--- src/rtl/ram_pkg.sv ---
`default_nettype none
// ============================================================================
// Module   : ram_pkg
// Brief    : Shared types and default constants for the clearable sync RAM.
// Revision : 1.0 - initial release
// ============================================================================
package ram_pkg;

    // Default geometry and clear value used by ram_sync_clr
    localparam int DEF_DATA_W  = 8;
    localparam int DEF_ADDR_W  = 4;
    localparam int DEF_CLR_VAL = 0;

    // Controller state: normal access or memory sweep in progress
    typedef enum logic [0:0] {
        IDLE  = 1'b0,
        CLEAR = 1'b1
    } state_t;

endpackage
`default_nettype wire

--- src/rtl/ram_sync_core.sv ---
`default_nettype none
// ============================================================================
// Module   : ram_sync_core
// Brief    : 1W1R memory array, synchronous write, registered read that holds
//            its value when no read is issued.
// Revision : 1.0 - initial release
// ============================================================================
module ram_sync_core #(
    parameter int DATA_W = 8,
    parameter int ADDR_W = 4
) (
    input  logic              clk,
    input  logic              rst_n,
    input  logic              we,
    input  logic [ADDR_W-1:0] waddr,
    input  logic [DATA_W-1:0] wdata,
    input  logic              re,
    input  logic [ADDR_W-1:0] raddr,
    output logic [DATA_W-1:0] rdata
);

    localparam int DEPTH = 2 ** ADDR_W;

    // Array contents are never reset; the owner initialises them by sweeping
    logic [DATA_W-1:0] mem [DEPTH];

    // Synchronous write port
    always_ff @(posedge clk) begin
        if (we) begin
            mem[waddr] <= wdata;
        end
    end

    // Registered read; old word is returned on a same-address write
    always_ff @(posedge clk or negedge rst_n) begin
        if (!rst_n) begin
            rdata <= '0;
        end else if (re) begin
            rdata <= mem[raddr];
        end
    end

endmodule
`default_nettype wire

--- src/rtl/ram_sync_clr.sv ---
`default_nettype none
// ============================================================================
// Module   : ram_sync_clr
// Brief    : Synchronous RAM with a hardware clear sweep after reset or on a
//            clr pulse. User writes/reads are blocked while the sweep runs.
//            Optional macro RAM_SYNC_CLR_FWD_EN forwards write data to a
//            same-address read in the same cycle (otherwise read-before-write).
// Revision : 1.0 - initial release
// ============================================================================
module ram_sync_clr
    import ram_pkg::*;
#(
    parameter int                DATA_W  = DEF_DATA_W,
    parameter int                ADDR_W  = DEF_ADDR_W,
    parameter logic [DATA_W-1:0] CLR_VAL = DATA_W'(DEF_CLR_VAL)
) (
    input  logic              clk,
    input  logic              rst_n,
    input  logic              clr,
    output logic              busy,
    input  logic              we,
    input  logic [ADDR_W-1:0] waddr,
    input  logic [DATA_W-1:0] wdata,
    input  logic              re,
    input  logic [ADDR_W-1:0] raddr,
    output logic [DATA_W-1:0] rdata,
    output logic              rvalid
);

    state_t            state;
    logic [ADDR_W-1:0] cnt;
    logic              accept_wr;
    logic              accept_rd;
    logic              core_we;
    logic [ADDR_W-1:0] core_waddr;
    logic [DATA_W-1:0] core_wdata;
    logic [DATA_W-1:0] core_rdata;

    // User accesses only pass in IDLE and lose to a simultaneous clr
    always_comb begin
        accept_wr  = (state == IDLE) && !clr && we;
        accept_rd  = (state == IDLE) && !clr && re;
        core_we    = (state == CLEAR) || accept_wr;
        core_waddr = (state == CLEAR) ? cnt : waddr;
        core_wdata = (state == CLEAR) ? CLR_VAL : wdata;
    end

    // Controller: sweep counter, busy flag and read-valid pulse
    always_ff @(posedge clk or negedge rst_n) begin
        if (!rst_n) begin
            state  <= CLEAR;
            busy   <= 1'b1;
            cnt    <= '0;
            rvalid <= 1'b0;
        end else begin
            case (state)
                IDLE: begin
                    rvalid <= accept_rd;
                    if (clr) begin
                        state <= CLEAR;
                        busy  <= 1'b1;
                        cnt   <= '0;
                    end
                end
                CLEAR: begin
                    rvalid <= 1'b0;
                    cnt    <= cnt + 1'b1;
                    // Last word written this cycle; counter wraps back to 0
                    if (&cnt) begin
                        state <= IDLE;
                        busy  <= 1'b0;
                    end
                end
                default: begin
                    state  <= CLEAR;
                    busy   <= 1'b1;
                    cnt    <= '0;
                    rvalid <= 1'b0;
                end
            endcase
        end
    end

    ram_sync_core #(
        .DATA_W (DATA_W),
        .ADDR_W (ADDR_W)
    ) u_core (
        .clk   (clk),
        .rst_n (rst_n),
        .we    (core_we),
        .waddr (core_waddr),
        .wdata (core_wdata),
        .re    (accept_rd),
        .raddr (raddr),
        .rdata (core_rdata)
    );

`ifdef RAM_SYNC_CLR_FWD_EN
    logic              fwd_sel;
    logic [DATA_W-1:0] fwd_data;

    // Capture a same-address write alongside each accepted read
    always_ff @(posedge clk or negedge rst_n) begin
        if (!rst_n) begin
            fwd_sel  <= 1'b0;
            fwd_data <= '0;
        end else if (accept_rd) begin
            fwd_sel  <= accept_wr && (waddr == raddr);
            fwd_data <= wdata;
        end
    end

    assign rdata = fwd_sel ? fwd_data : core_rdata;
`else
    assign rdata = core_rdata;
`endif

endmodule
`default_nettype wire

--- config.mk ---
export PLATFORM = sky130hd
export DESIGN_NAME = ram_sync_clr
export DESIGN_NICKNAME = d
export VERILOG_FILES = /design/src/rtl/ram_pkg.sv /design/src/rtl/ram_sync_core.sv /design/src/rtl/ram_sync_clr.sv
export SDC_FILE = /design/constraint.sdc
export NUM_CORES = 1
export LEC_CHECK = 0
export BUFFER_PORTS_ARGS = -buffer_cell sky130_fd_sc_hd__clkbuf_2
export CAP_MARGIN = 20
export CORE_AREA = 10 10 118 120
export DETAILED_ROUTE_END_ITERATION = 10
export DIE_AREA = 0 0 128 130
export PLACE_DENSITY = 0.69
export SKIP_CTS_REPAIR_TIMING = 1
export SLEW_MARGIN = 20
export SYNTH_ARGS = -nofsm -noshare
export SYNTH_HDL_FRONTEND = slang
export SYNTH_SLANG_ARGS = --single-unit
--- constraint.sdc ---
create_clock -name clk -period 1.9 [get_ports clk]
set_input_delay 0.285 -clock clk [delete_from_list [all_inputs] [get_ports clk]]
set_output_delay 0.285 -clock clk [all_outputs]
set_load 0.01 [all_outputs]
## Yosys cells after proc, flatten, opt, wreduce, memory -nomap -nowiden

Memory sizes are Yosys's and may differ from the RTL's. A register that Yosys moved wholly into a read port is not among the register bits.
Index checks and enable logic that the tools add are counted.

- RAM bits: 128
- Output and inout bits: 10
- Bits of input ports: 21
- Register bits after elaboration: 7
- Logic and storage cells: 30
- Memories kept: 1

- Multiplexer cells: 13
- Bitwise operators: 1
- Add/sub/neg operators: 1
- Eq/ne operators: 2
- Reductions and logical operators: 8

Memories:

| name | words | width | rd ports | clocked after memory_dff | write ports | line | source |
|---|---|---|---|---|---|---|---|
| u_core.mem | 16 | 8 | 1 | 1 | 1 | ram_sync_core.sv:25 | `logic [DATA_W-1:0] mem [DEPTH];` |

Operator list:

| operator | count |
|---|---|
| $mux 4 | 2 |
| $mux 8 | 1 |
| $pmux 4 s2 | 1 |
| $mux 1 | 6 |
| $pmux 1 s2 | 3 |
| $add 4x1->4 const B | 1 |
| $reduce_and 4->1 | 1 |
| $logic_and 1x1->1 | 3 |
| $logic_not 1->1 | 2 |
| $ne 2x1->1 const B | 1 |
| $ne 2x2->1 const B | 1 |
| $reduce_and 2->1 | 1 |
| $logic_or 1x1->1 | 1 |
| $not 1->1 | 1 |

## Depth between registers and ports, before layout

- Depth in word-level cells: 6
- Mapped depth: 7

## Hierarchy

Synthesis repeated with hierarchy kept, for this count alone.

- Cells, all modules: 284
- Area total of the unflattened synthesis: 5,769.3 um^2

Modules (own cells, without submodules):

| module | cells an instance | instances | area an instance (um^2) | seq. area each (um^2) |
|---|---|---|---|---|
| ram_sync_core | 240 | 1 | 5,331.4 | 4,043.9 |
| ram_sync_clr | 44 | 1 | 437.9 | 177.7 |

## Worst setup path before layout

No wires, ideal clock.

- Path kind: register -> register
- From: reg state
- To: mem u_core.mem[10][0], enable pin
- Setup slack: -0.067 ns
- Stages on the path, launching flop included: 5
- Setup time: 0.370 ns
- Required time: 1.530 ns
- Buffers on the path: 1
- Arrival time: 1.597 ns
- Cells stage by stage: dfstp_2 -> clkbuf_1 -> mux2i_1 -> nand2_1 -> nor2_1

- Cells in the longest elaborated chain, start to end: 6

RTL lines:

| what | line | source |
|---|---|---|
| start: declaration | ram_sync_clr.sv:30 | `state_t state;` |
| start signal: assignment | ram_sync_clr.sv:51 | `state <= CLEAR;` |
| start signal: assignment | ram_sync_clr.sv:60 | `state <= CLEAR;` |
| start signal: assignment | ram_sync_clr.sv:70 | `state <= IDLE;` |
| $not 1->1 | -- |  |
| $logic_and 1x1->1 (2 in a row) | ram_sync_clr.sv:41 | `accept_wr = (state == IDLE) && !clr && we;` |
| $logic_or 1x1->1 | ram_sync_clr.sv:43 | `core_we = (state == CLEAR) \|\| accept_wr;` |
| $mux 1 | ram_sync_core.sv:29 | `if (we) begin` |
| $mux 1 (not written as such) | ram_sync_core.sv:30 | `mem[waddr] <= wdata;` |
| end: declaration | ram_sync_core.sv:25 |  |

Several ways; a longest one is shown, not always the timed one.

## Worst setup path in the final report

- From: reg state
- To: mem u_core.mem[7][1], enable pin

The elaborated chain is that of the path after synthesis.

==> impl_results.md <==
* Antenna diodes at 0
* Final Setup Violations at 0
* Die height at 130 um
* P_leak at 2.51 nW
* Drt via density at 5.61
* Minimum clock period at 1.82 ns
* Slowest Stage Delay on Critical Path at 0.53 ns
* Synthesized instance count at 300
* R2R Setup Slk at 0.08 ns
* Post-Syn Nets at 322
* RR Startpoint: state
* Die Span X at 128 um
* Cell variety after synth at 35
* Die area at 0.0166 mm^2
* FF-to-FF path depth at 5
* Status: finished, final reports clean
* Hold Worst Slack at 0.130 ns
* Largest net degree at the start of global routing at 29
* Crit path kind: reg2reg
* Worst Max-Slew Pin Slew at 0.999 ns
* Worst EP arrival at 1.95 ns
* Port bufs at 30
* Hold EP: rvalid
* CTS tree: done
* Via count at 2938
* Hold path startpoint: re
* Routed WL per cell at 21.7 um
* Clock latency on the worst-skew pair at 0.42 ns
* Worst setup SP type: flop
* Buf/Inv on CP at 1
* Hold-critical path depth at 3
* Number of global-route vias before repair at 3115
* M1 wire length at 4.59 mm
* Placed cell area at 0.00626 mm^2
* Row Count at 40
* Post-route cell area at 0.00690 mm^2
* CP endpoint kind: flop
* Critical Path, Cell by Cell: or4b_1 -> o21ai_1 -> nand2_1 -> nor2_1 -> buf_6
* CP delay by family, top: simple AND/OR/NAND/NOR gates
* # fillers at 889
* Flops & latches, synth at 143
* Clock Path Buffers at 2
* Peak supply drop at 0.000792 V
* Total of warnings raised by yosys at 0
* Final Max Slew Viols at 0
* Root buffer cell: clkbuf_16
* Fraction of layout cells with a size suffix above 1 at 0.329
* GR Util All Layers at 0.147
* Post-Route WL at 11.4 mm
* Synth Area per Inst at 19.1 um^2
* Drt drc at 0
* 1st-iter DRT viols at 179
* Mapped Area at 0.00572 mm^2
* Max-slew headroom at 0.333
* RSZ-0062 raised after global routing: true
* TritonRoute pass-1 iters at 4
* Clock skew at 0.0180 ns
* Reg clk slew, reported paths at 0.06 ns
* Routed Antenna Nets at 0
* Worst Setup SP: state
* Critical Path RT at 2.03 ns
* Max-Cap Viols at 0
* Worst path slowest cell: or4b_1
* Cell total after placement at 491
* Pwr Density at 1430 mW/mm^2
* Final worst path period share at 0.958
* Reg-to-Reg End: u_core.mem[7][1]
* Metal2 WL at 5.93 mm
* Fmax at 0.549 GHz
* CTS Buf Count at 17
* CP Max Fanout at 9
* Prevailing post-synth register cell: edfxtp_1
* Initial antenna violation count at 0
* DR WL met3 at 686 um
* Initial Util at 0.489
* First-pass GRT wire length at 18.0 mm
* Async SR Flop Fraction at 0.105
* I/O pins at 31
* Final Hold Viols at 0
* Core box area at 0.0117 mm^2
* RePlAce Congestion at 0.775
* Total grt overflow at 0
* Final Net Count at 386
* EDFF count, synth at 128
* Top layer in use: met4
* Area growth syn-to-layout at 20.5%
* Post-Layout Cell Count at 524
* Post-DP HPWL at 7.69 mm
* Sequential area share after synthesis at 0.738
* Hold Path Class: in2reg
* Clock Sinks at 143
* H-tree Lvls at 4
worst min-delay path, stage by stage:
cell	delay, ns
clkbuf_2	0.09
nand2_1	0.06
inv_1	0.07
report_power, final:
part / internal (W) / switching [W] / total (W) / leakage [nW]
Sequential: 0.00433 / 0.000278 / 0.00460 / 1.38
Clock: 0.00213 / 0.00121 / 0.00334 / 0.298
Combinational: 0.000815 / 0.00112 / 0.00194 / 0.829
cells by family after synthesis:
group / after synthesis / synth area share
compound gates: 25 / 0.0306
xor+xnor: 1 / 0.00153
fa+ha+maj: 1 / 0.00219
buf+inv: 16 / 0.0199
flops: 143 / 0.738
mux: 51 / 0.155
simple gates: 63 / 0.0527
metrics by stage:
stage,power [W],setup WS (ns),utilization,setup TNS [ns]
after global placement,0.00654,0.0948,0.535,0
after CTS,0.00996,-0.0229,0.586,-0.468
after floorplan,0.00570,-0.0672,-,-3.62
after global routing,0.0103,-0.00927,0.589,-0.0778
after detailed placement,0.00661,-0.00654,0.535,-0.0886
final,0.00988,0.0799,0.589,0
registers in the layout, indices dropped and copies added, names as in the netlist:
signal / count
busy: 1
rvalid: 1
u_core.rdata: 8
cnt: 4
u_core.mem: 128
state: 1
area by class of cell:
type | instances | area (um^2) | area share
inverter | 3 | 11.3 | 0.00163
multi-input combinational | 141 | 1410 | 0.204
sequential | 143 | 4220 | 0.612
timing repair buffer | 58 | 470 | 0.0682
tap | 147 | 184 | 0.0267
clock inverter | 10 | 136 | 0.0198
clock buffer | 22 | 464 | 0.0673
per-layer routing:
layer | vias up | track usage
met2 | 84 | 0.238
met4 | 0 | 0.0762
met3 | 17 | 0.0426
met5 | - | 0
met1 | 1501 | 0.176
li1 | 1336 | -
cell usage in the layout (no fill, tap or decap), drive strengths merged, types with 5 or more instances in the layout:
cell type / count
clkbuf: 52
dfrtp: 13
o221ai: 5
clkinv: 7
nor2: 23
mux4: 29
edfxtp: 128
nor2b: 8
nand2: 18
buf: 27
mux2i: 21
o21ai: 9
synth_stat cells, types with 5 or more instances:
master	count	area [um^2]
nand2_1	18	67.6
dfrtp_1	13	325
buf_2	6	30.0
o221ai_1	5	43.8
nor2b_1	8	50.1
mux4_2	25	563
edfxtp_1	128	3840
mux2i_1	21	210
nor2_1	23	86.3
o21ai_1	7	35.0
worst max-delay path by stage:
stage,cells past startpoint,endpoint,slack (ns)
5_1_grt,5,u_core.mem[6][1],-0.009
3_3_place_gp,5,u_core.mem[6][6],0.09
6_report,5,u_core.mem[7][1],0.08
3_5_place_dp,2,u_core.mem[11][6],-0.007
2_1_floorplan,4,u_core.mem[10][0],-0.07
4_1_cts,2,u_core.mem[2][6],-0.02
Note: power is estimated with default switching activity, not from simulation.
